File: src/rtl/timer_pkg.sv
// Shared types and constants for the countdown timer controller.
// Holds the state encoding, count width and the saturating preset helper.
package timer_pkg;

  typedef enum logic [1:0] {
    ST_IDLE    = 2'd0,
    ST_RUN     = 2'd1,
    ST_PAUSE   = 2'd2,
    ST_EXPIRED = 2'd3
  } state_e;

  localparam int CNT_W = 8;
  localparam logic [CNT_W-1:0] CNT_MAX = 8'd255;

  // Product is formed at 12 bits so the largest preset cannot wrap before saturating.
  function automatic logic [CNT_W-1:0] sat_load(input logic [3:0] units, input logic [11:0] scale);
    logic [11:0] prod;
    prod = {8'd0, units} * scale;
    if (prod > {4'd0, CNT_MAX}) begin
      return CNT_MAX;
    end
    return prod[CNT_W-1:0];
  endfunction

endpackage

File: src/rtl/timer_countdown_ctrl_if.sv
// Control/status bundle between the timer controller and its surroundings.
// master drives switches, pulses and alarm_ack; slave (the controller) drives the display/alarm side.
interface timer_countdown_ctrl_if;
  import timer_pkg::*;

  logic [3:0]       timer_set;
  logic             start;
  logic             timer_sw;
  logic             clear;
  logic             alarm_ack;
  logic [CNT_W-1:0] bin_timer_out;
  logic             disp_on;
  logic             expired;
  logic             alarm_req;

  modport master (
    output timer_set, start, timer_sw, clear, alarm_ack,
    input  bin_timer_out, disp_on, expired, alarm_req
  );

  modport slave (
    input  timer_set, start, timer_sw, clear, alarm_ack,
    output bin_timer_out, disp_on, expired, alarm_req
  );

endinterface

File: src/rtl/tick_prescaler.sv
// Free-running divider: counts enabled cycles 0..DIV-1 and pulses tick on the wrap cycle.
// Sync clear wins over enable; with enable low the count holds.
module tick_prescaler #(
  parameter int DIV = 4
) (
  input  logic clk,
  input  logic rst,
  input  logic en,
  input  logic clr,
  output logic tick
);

  localparam int W = (DIV > 1) ? $clog2(DIV) : 1;
  localparam logic [W-1:0] LAST = W'(DIV - 1);

  logic [W-1:0] cnt_q;
  logic [W-1:0] cnt_d;

  always_comb begin
    cnt_d = cnt_q;
    tick  = 1'b0;
    if (clr) begin
      cnt_d = '0;
    end else if (en) begin
      if (cnt_q == LAST) begin
        cnt_d = '0;
        tick  = 1'b1;
      end else begin
        cnt_d = cnt_q + W'(1);
      end
    end
  end

  always_ff @(posedge clk or posedge rst) begin
    if (rst) begin
      cnt_q <= '0;
    end else begin
      cnt_q <= cnt_d;
    end
  end

endmodule

File: src/rtl/timer_countdown_ctrl.sv
// Countdown timer sequencer: preset load, per-tick countdown, pause, expiry blink and alarm handshake.
// Outputs follow inputs by one clock; alarm_req is held until alarm_ack is seen.
module timer_countdown_ctrl
  import timer_pkg::*;
#(
  parameter int TICK_DIV   = 50000000,
  parameter int BLINK_DIV  = 50000000,
  parameter int LOAD_SCALE = 10
) (
  input logic                   CLOCK_50,
  input logic                   reset,
  timer_countdown_ctrl_if.slave bus
);

  state_e           state_q, state_d;
  logic [CNT_W-1:0] count_q, count_d;
  logic             disp_on_q, disp_on_d;
  logic             expired_q, expired_d;
  logic             alarm_req_q, alarm_req_d;

  logic [CNT_W-1:0] load_val;
  logic             load_go;
  logic             cnt_tick;
  logic             blink_tick;

  assign load_val = sat_load(bus.timer_set, 12'(LOAD_SCALE));
  assign load_go  = bus.start && (load_val != '0);

  // Held across PAUSE; only clear or a reload restarts the tick phase.
  tick_prescaler #(.DIV(TICK_DIV)) u_cnt_prescaler (
    .clk  (CLOCK_50),
    .rst  (reset),
    .en   ((state_q == ST_RUN) && bus.timer_sw),
    .clr  (bus.clear || load_go),
    .tick (cnt_tick)
  );

  tick_prescaler #(.DIV(BLINK_DIV)) u_blink_prescaler (
    .clk  (CLOCK_50),
    .rst  (reset),
    .en   (state_q == ST_EXPIRED),
    .clr  (state_q != ST_EXPIRED),
    .tick (blink_tick)
  );

  always_comb begin
    state_d     = state_q;
    count_d     = count_q;
    disp_on_d   = disp_on_q;
    expired_d   = expired_q;
    alarm_req_d = alarm_req_q;

    if (bus.clear) begin
      state_d = ST_IDLE;
      count_d = '0;
    end else if (load_go) begin
      count_d = load_val;
      if ((state_q == ST_IDLE) || (state_q == ST_EXPIRED)) begin
        state_d = bus.timer_sw ? ST_RUN : ST_PAUSE;
      end
    end else begin
      unique case (state_q)
        ST_RUN: begin
          if (!bus.timer_sw) begin
            state_d = ST_PAUSE;
          end else if (cnt_tick) begin
            if (count_q <= CNT_W'(1)) begin
              count_d     = '0;
              state_d     = ST_EXPIRED;
              alarm_req_d = 1'b1;
              expired_d   = 1'b1;
              disp_on_d   = 1'b1;
            end else begin
              count_d = count_q - CNT_W'(1);
            end
          end
        end
        ST_PAUSE: begin
          if (bus.timer_sw) begin
            state_d = ST_RUN;
          end
        end
        ST_EXPIRED: begin
          if (alarm_req_q && bus.alarm_ack) begin
            alarm_req_d = 1'b0;
          end
          if (blink_tick) begin
            disp_on_d = ~disp_on_q;
          end
        end
        default: ;
      endcase
    end

    // Leaving EXPIRED (or never being in it) restores the quiet display/alarm state.
    if (state_d != ST_EXPIRED) begin
      alarm_req_d = 1'b0;
      expired_d   = 1'b0;
      disp_on_d   = 1'b1;
    end
  end

  always_ff @(posedge CLOCK_50 or posedge reset) begin
    if (reset) begin
      state_q     <= ST_IDLE;
      count_q     <= '0;
      disp_on_q   <= 1'b1;
      expired_q   <= 1'b0;
      alarm_req_q <= 1'b0;
    end else begin
      state_q     <= state_d;
      count_q     <= count_d;
      disp_on_q   <= disp_on_d;
      expired_q   <= expired_d;
      alarm_req_q <= alarm_req_d;
    end
  end

  assign bus.bin_timer_out = (state_q == ST_IDLE) ? load_val : count_q;
  assign bus.disp_on       = disp_on_q;
  assign bus.expired       = expired_q;
  assign bus.alarm_req     = alarm_req_q;

endmodule

File: src/flat_wrapper.sv
// flat-port wrapper written by rule: the top's interface ports become plain ports
module timer_countdown_ctrl_flat import timer_pkg::*;
#(
  parameter int TICK_DIV   = 50000000,
  parameter int BLINK_DIV  = 50000000,
  parameter int LOAD_SCALE = 10
)
  (CLOCK_50, reset, bus_timer_set, bus_start, bus_timer_sw, bus_clear, bus_alarm_ack, bus_bin_timer_out, bus_disp_on, bus_expired, bus_alarm_req);
  timer_countdown_ctrl_if bus_i ();
  input logic CLOCK_50;
  input logic reset;
  input wire logic [$bits(bus_i.timer_set)-1:0] bus_timer_set;
  input wire logic [$bits(bus_i.start)-1:0] bus_start;
  input wire logic [$bits(bus_i.timer_sw)-1:0] bus_timer_sw;
  input wire logic [$bits(bus_i.clear)-1:0] bus_clear;
  input wire logic [$bits(bus_i.alarm_ack)-1:0] bus_alarm_ack;
  output wire logic [$bits(bus_i.bin_timer_out)-1:0] bus_bin_timer_out;
  output wire logic [$bits(bus_i.disp_on)-1:0] bus_disp_on;
  output wire logic [$bits(bus_i.expired)-1:0] bus_expired;
  output wire logic [$bits(bus_i.alarm_req)-1:0] bus_alarm_req;
  assign bus_i.timer_set = bus_timer_set;
  assign bus_i.start = bus_start;
  assign bus_i.timer_sw = bus_timer_sw;
  assign bus_i.clear = bus_clear;
  assign bus_i.alarm_ack = bus_alarm_ack;
  assign bus_bin_timer_out = bus_i.bin_timer_out;
  assign bus_disp_on = bus_i.disp_on;
  assign bus_expired = bus_i.expired;
  assign bus_alarm_req = bus_i.alarm_req;
  timer_countdown_ctrl #(.TICK_DIV(TICK_DIV), .BLINK_DIV(BLINK_DIV), .LOAD_SCALE(LOAD_SCALE)) u_core (.CLOCK_50(CLOCK_50), .reset(reset), .bus(bus_i));
endmodule
File: config.mk
export PLATFORM = sky130hd
export DESIGN_NAME = timer_countdown_ctrl_flat
export DESIGN_NICKNAME = d
export VERILOG_FILES = /design/src/rtl/timer_pkg.sv /design/src/rtl/timer_countdown_ctrl_if.sv /design/src/rtl/tick_prescaler.sv /design/src/rtl/timer_countdown_ctrl.sv /design/src/flat_wrapper.sv
export SDC_FILE = /design/constraint.sdc
export NUM_CORES = 1
export LEC_CHECK = 0
export ABC_CLOCK_PERIOD_IN_PS = 6900
export CAP_MARGIN = 15
export CORE_ASPECT_RATIO = 0.5
export CORE_MARGIN = 5
export CORE_UTILIZATION = 50
export DETAILED_ROUTE_END_ITERATION = 7
export PLACE_DENSITY = 0.75
export SYNTH_ARGS = -nofsm -noshare
export SYNTH_HDL_FRONTEND = slang
export SYNTH_SLANG_ARGS = --single-unit
File: constraint.sdc
create_clock -name CLOCK_50 -period 6.9 [get_ports CLOCK_50]
set_clock_uncertainty 0.2 [all_clocks]
set_input_delay 1.035 -clock CLOCK_50 [delete_from_list [all_inputs] [get_ports CLOCK_50]]
set_output_delay 1.035 -clock CLOCK_50 [all_outputs]
set_load 0.05 [all_outputs]
==> run summary <==
=====================================================================================
Outcome                                                                  finished clean
Critical Path Sink Type                                                    output pin
Total number of nets in the final design                                          491
Max_slew headroom                                                               33.5%
Antenna violations before repair                                                    0
Worst IR Drop VDD                                                              126 uV
Total clock sinks                                                                  65
Xor and xnor fraction of the mapped netlist area                                6.99%
Antenna Diode Count                                                                 0
Cell area after technology mapping                                         4010 sq um
Number of storage elements in the synthesis netlist                                65
Post-detailed-route count of antenna-violating nets                                 0
RSZ-0062 raised after global routing                                               no
CTS root buf                                                             sky130_fd_sc_hd__clkbuf_16
Portion of synthesized cell area occupied by the leading cell type              39.9%
Critical path launch point type                                          primary input
Number of CTS-inserted buffers                                                      9
Synth Warn #                                                                        0
Fraction of layout instances using a drive strength above 1                     7.19%
Async SR Flop Fraction                                                           100%
Global-route total usage across every layer                                     19.8%
Floorplan core area                                                        7910 sq um
Overflow left after global routing                                                  0
Arrival time at the worst endpoint                                            3.72 ns
Area grow syn2layout                                                            14.9%
Total wire length after detailed routing                                      9.07 mm
CTS tree                                                                         done
IO Pins                                                                            21
Critical path required time                                                   5.66 ns
Routed WL per cell                                                            15.5 um
Max Freq                                                                      202 MHz
Area share of and/or/nand/nor cells after synthesis                             28.7%
Number of buffers inserted to repair setup after CTS                                0
Largest cells by area after synthesis                                    sky130_fd_sc_hd__dfrtp_1 (40%), sky130_fd_sc_hd__nor2_1 (5.4%), sky130_fd_sc_hd__xor2_1 (4.4%)
Power after layout                                                          0.00101 W
Via Count                                                                        3449
Combinational family with the most area after synthesis                  simple AND/OR/NAND/NOR gates
Number of I/O port buffers                                                         20
Post-synthesis cell type count                                                     58
RePlAce Congestion                                                              0.908
Number of flops mapped to enable cells by yosys                                     0
Mapped Avg Cell Area                                                       8.95 sq um
Max-cap violations                                                                  0
Vias per std cell                                                                5.90
Clock insertion delay at the later pin of the skew report                     0.33 ns
Minimum clock period after layout                                             4.95 ns
Top cell type by total area after synthesis                              sky130_fd_sc_hd__dfrtp_1
Power density cells                                                       219 nW/um^2
Part of the Yosys area used for sequential elements                             40.6%
Number of global-route vias before repair                                        3396
Clock-pin transition on the worst setup and hold timing paths                 0.05 ns
Initial DRC Count                                                                 192
Chip width                                                                     137 um
Leakage component of the power                                                1.80 nW
Number of placement rows                                                           23
H-tree levels                                                                       3
Maximum net fanout on the critical path                                             4
Type of the tightest min-delay check                                     register to register
Fraction of synthesized area in multiplexers                                    3.15%
Compound-cell area share of the yosys netlist                                   12.9%
Most used cells in the layout excluding fill and tap cells               sky130_fd_sc_hd__dfrtp_1 (64), sky130_fd_sc_hd__nor2_1 (58), sky130_fd_sc_hd__nand2_1 (29), sky130_fd_sc_hd__nand3_1 (29), sky130_fd_sc_hd__a21oi_1 (24)
HPWL after detailed placement                                                 6.40 mm
CP Class                                                                 primary input to output pin
Area share of fa/ha/maj cells after synthesis                                   4.24%
Number of failing setup endpoints in the final timing report                        0
Hold Fails Final Rpt                                                                0
Final worst-path cycle share                                                    71.8%
Post-CTS Hold Buffers                                                               0
Die height                                                                    73.3 um
Area of the die                                                           10000 sq um
Pin count of the biggest net entering global routing                               66
1st-pass router iterations                                                          6
Pins over their slew limit                                                          0
Total negative setup slack                                                       0 ns
Count of unresolved DRC violations after routing                                    0
Wire length of the first global-routing pass                                  15.8 mm
# resized after CTS                                                                 0
Pin slew with the least headroom to its limit                                0.998 ns
Worst hold-check slack                                                       0.311 ns
Net Count, Synth                                                                  471
Initial Util                                                                    50.7%
Leading register cell type out of synthesis                              sky130_fd_sc_hd__dfrtp_1
Number of instances in the synthesized netlist                                    448
Most frequent standard cell in the layout excluding fill and tap cells   sky130_fd_sc_hd__dfrtp_1
Max Root-Sink Buffers                                                               2
=====================================================================================
-- critical path, cell delays in order --
cell and delay (ns):
sky130_fd_sc_hd__clkdlybuf4s50_1 0.46, sky130_fd_sc_hd__ha_1 0.31, sky130_fd_sc_hd__ha_1 0.16, sky130_fd_sc_hd__inv_1 0.05
sky130_fd_sc_hd__fa_1 0.38, sky130_fd_sc_hd__nand2b_1 0.18, sky130_fd_sc_hd__and2_1 0.16, sky130_fd_sc_hd__mux2_2 0.27
sky130_fd_sc_hd__clkdlybuf4s50_1 0.70
-- metal layers --
layer  global-route usage, %  vias to the layer above  share of wire (%)
met5                       0                        -                  0
met4                    5.59                        0                1.1
met3                    4.92                       14                5.1
met2                    33.3                       83                 49
met1                    25.7                     1663                 45
li1                        -                     1689                  -
-- cells by family (layout without fill, tap and decap cells) --
logic type / Yosys count / count (layout)
simple gates: 216 / 216
compound gates: 76 / 76
flops: 65 / 65
buf+inv: 34 / 59
xor+xnor: 32 / 32
fa+ha+maj: 13 / 13
mux: 12 / 12
-- flip-flops by register name, summed over array words and instances (netlist names) --
| signal | count |
|---|---|
| u_core.u_blink_prescaler.cnt_q | 26 |
| u_core.bus.alarm_req | 1 |
| u_core.bus.disp_on | 1 |
| u_core.state_q | 2 |
| u_core.bus.expired | 1 |
| u_core.count_q | 8 |
| u_core.u_cnt_prescaler.cnt_q | 26 |
-- metrics by stage --
stage / std cells / cell area, sq um / setup WS, ns / utilization (%)
after global routing: 585 / 4610 / 1.79 / 58.2
after floorplan: 448 / 4010 / 2.88 / -
after detailed placement: 569 / 4330 / 1.93 / 54.8
after CTS: 585 / 4610 / 1.93 / 58.2
final: 585 / 4610 / 1.95 / 58.2
after global placement: 569 / 4330 / 1.99 / 54.8
-- power by group --
| group | total [W] | internal, W | switching (W) | leakage [nW] |
|---|---|---|---|---|
| combinational | 0.000190 | 0.0000665 | 0.000123 | 0.765 |
| clock | 0.000419 | 0.000261 | 0.000158 | 0.139 |
| sequential | 0.000399 | 0.000388 | 0.0000101 | 0.897 |
-- Yosys cell counts (2+ instances only) --
master,number
sky130_fd_sc_hd__o31ai_1,13
sky130_fd_sc_hd__nand4b_1,2
sky130_fd_sc_hd__a311oi_1,4
sky130_fd_sc_hd__and2_1,11
sky130_fd_sc_hd__a211oi_1,2
sky130_fd_sc_hd__o211ai_1,2
sky130_fd_sc_hd__or4_1,11
sky130_fd_sc_hd__inv_1,17
sky130_fd_sc_hd__nor4b_1,2
sky130_fd_sc_hd__nor2b_1,2
sky130_fd_sc_hd__xor2_1,20
sky130_fd_sc_hd__nand2b_1,4
sky130_fd_sc_hd__and4_1,7
sky130_fd_sc_hd__mux2i_1,7
sky130_fd_sc_hd__o21ai_0,10
sky130_fd_sc_hd__nand2_1,29
sky130_fd_sc_hd__nor2_1,58
sky130_fd_sc_hd__clkbuf_1,12
sky130_fd_sc_hd__buf_2,3
sky130_fd_sc_hd__ha_1,12
sky130_fd_sc_hd__a221o_1,2
sky130_fd_sc_hd__or3_1,5
sky130_fd_sc_hd__xnor2_1,12
sky130_fd_sc_hd__or4b_1,2
sky130_fd_sc_hd__mux2_2,5
sky130_fd_sc_hd__nor4_1,6
sky130_fd_sc_hd__nand4_1,21
sky130_fd_sc_hd__nand3_1,29
sky130_fd_sc_hd__dfrtp_1,64
sky130_fd_sc_hd__a31oi_1,5
sky130_fd_sc_hd__a21o_1,2
sky130_fd_sc_hd__and3_1,7
sky130_fd_sc_hd__a21oi_1,24
sky130_fd_sc_hd__nor3_1,12
-- layout make-up --
cell class	count	area, sq um
Inverter	18	67.6
Tap cell	112	140
Multi-Input combinational cell	349	2260
Fill cell	691	3300
Clock buffer	13	260
Sequential cell	65	1630
Timing Repair Buffer	25	238
Clock inverter	3	15.0
-- path summary, 6_finish.rpt --
path                                                             start  depth (start not counted)                                            to  slack (ns)
hold / removal             u_core.u_blink_prescaler.cnt_q[0]$_DFF_PP0_                          1   u_core.u_blink_prescaler.cnt_q[0]$_DFF_PP0_        0.31
setup reg to reg           u_core.u_cnt_prescaler.cnt_q[0]$_DFFE_PP0P_                          6              u_core.bus.alarm_req$_DFFE_PP0P_        4.05
setup / recovery                                      bus_timer_set[1]                          9                          bus_bin_timer_out[6]        1.95
max in group asynchronous                                        reset                          3  u_core.u_cnt_prescaler.cnt_q[24]$_DFFE_PP0P_        4.90
min in group asynchronous                                        reset                          3                   u_core.state_q[1]$_DFF_PP0_        1.09
hold reg to reg            u_core.u_blink_prescaler.cnt_q[0]$_DFF_PP0_                          1   u_core.u_blink_prescaler.cnt_q[0]$_DFF_PP0_        0.31
Power figures use the tool's default switching activity.
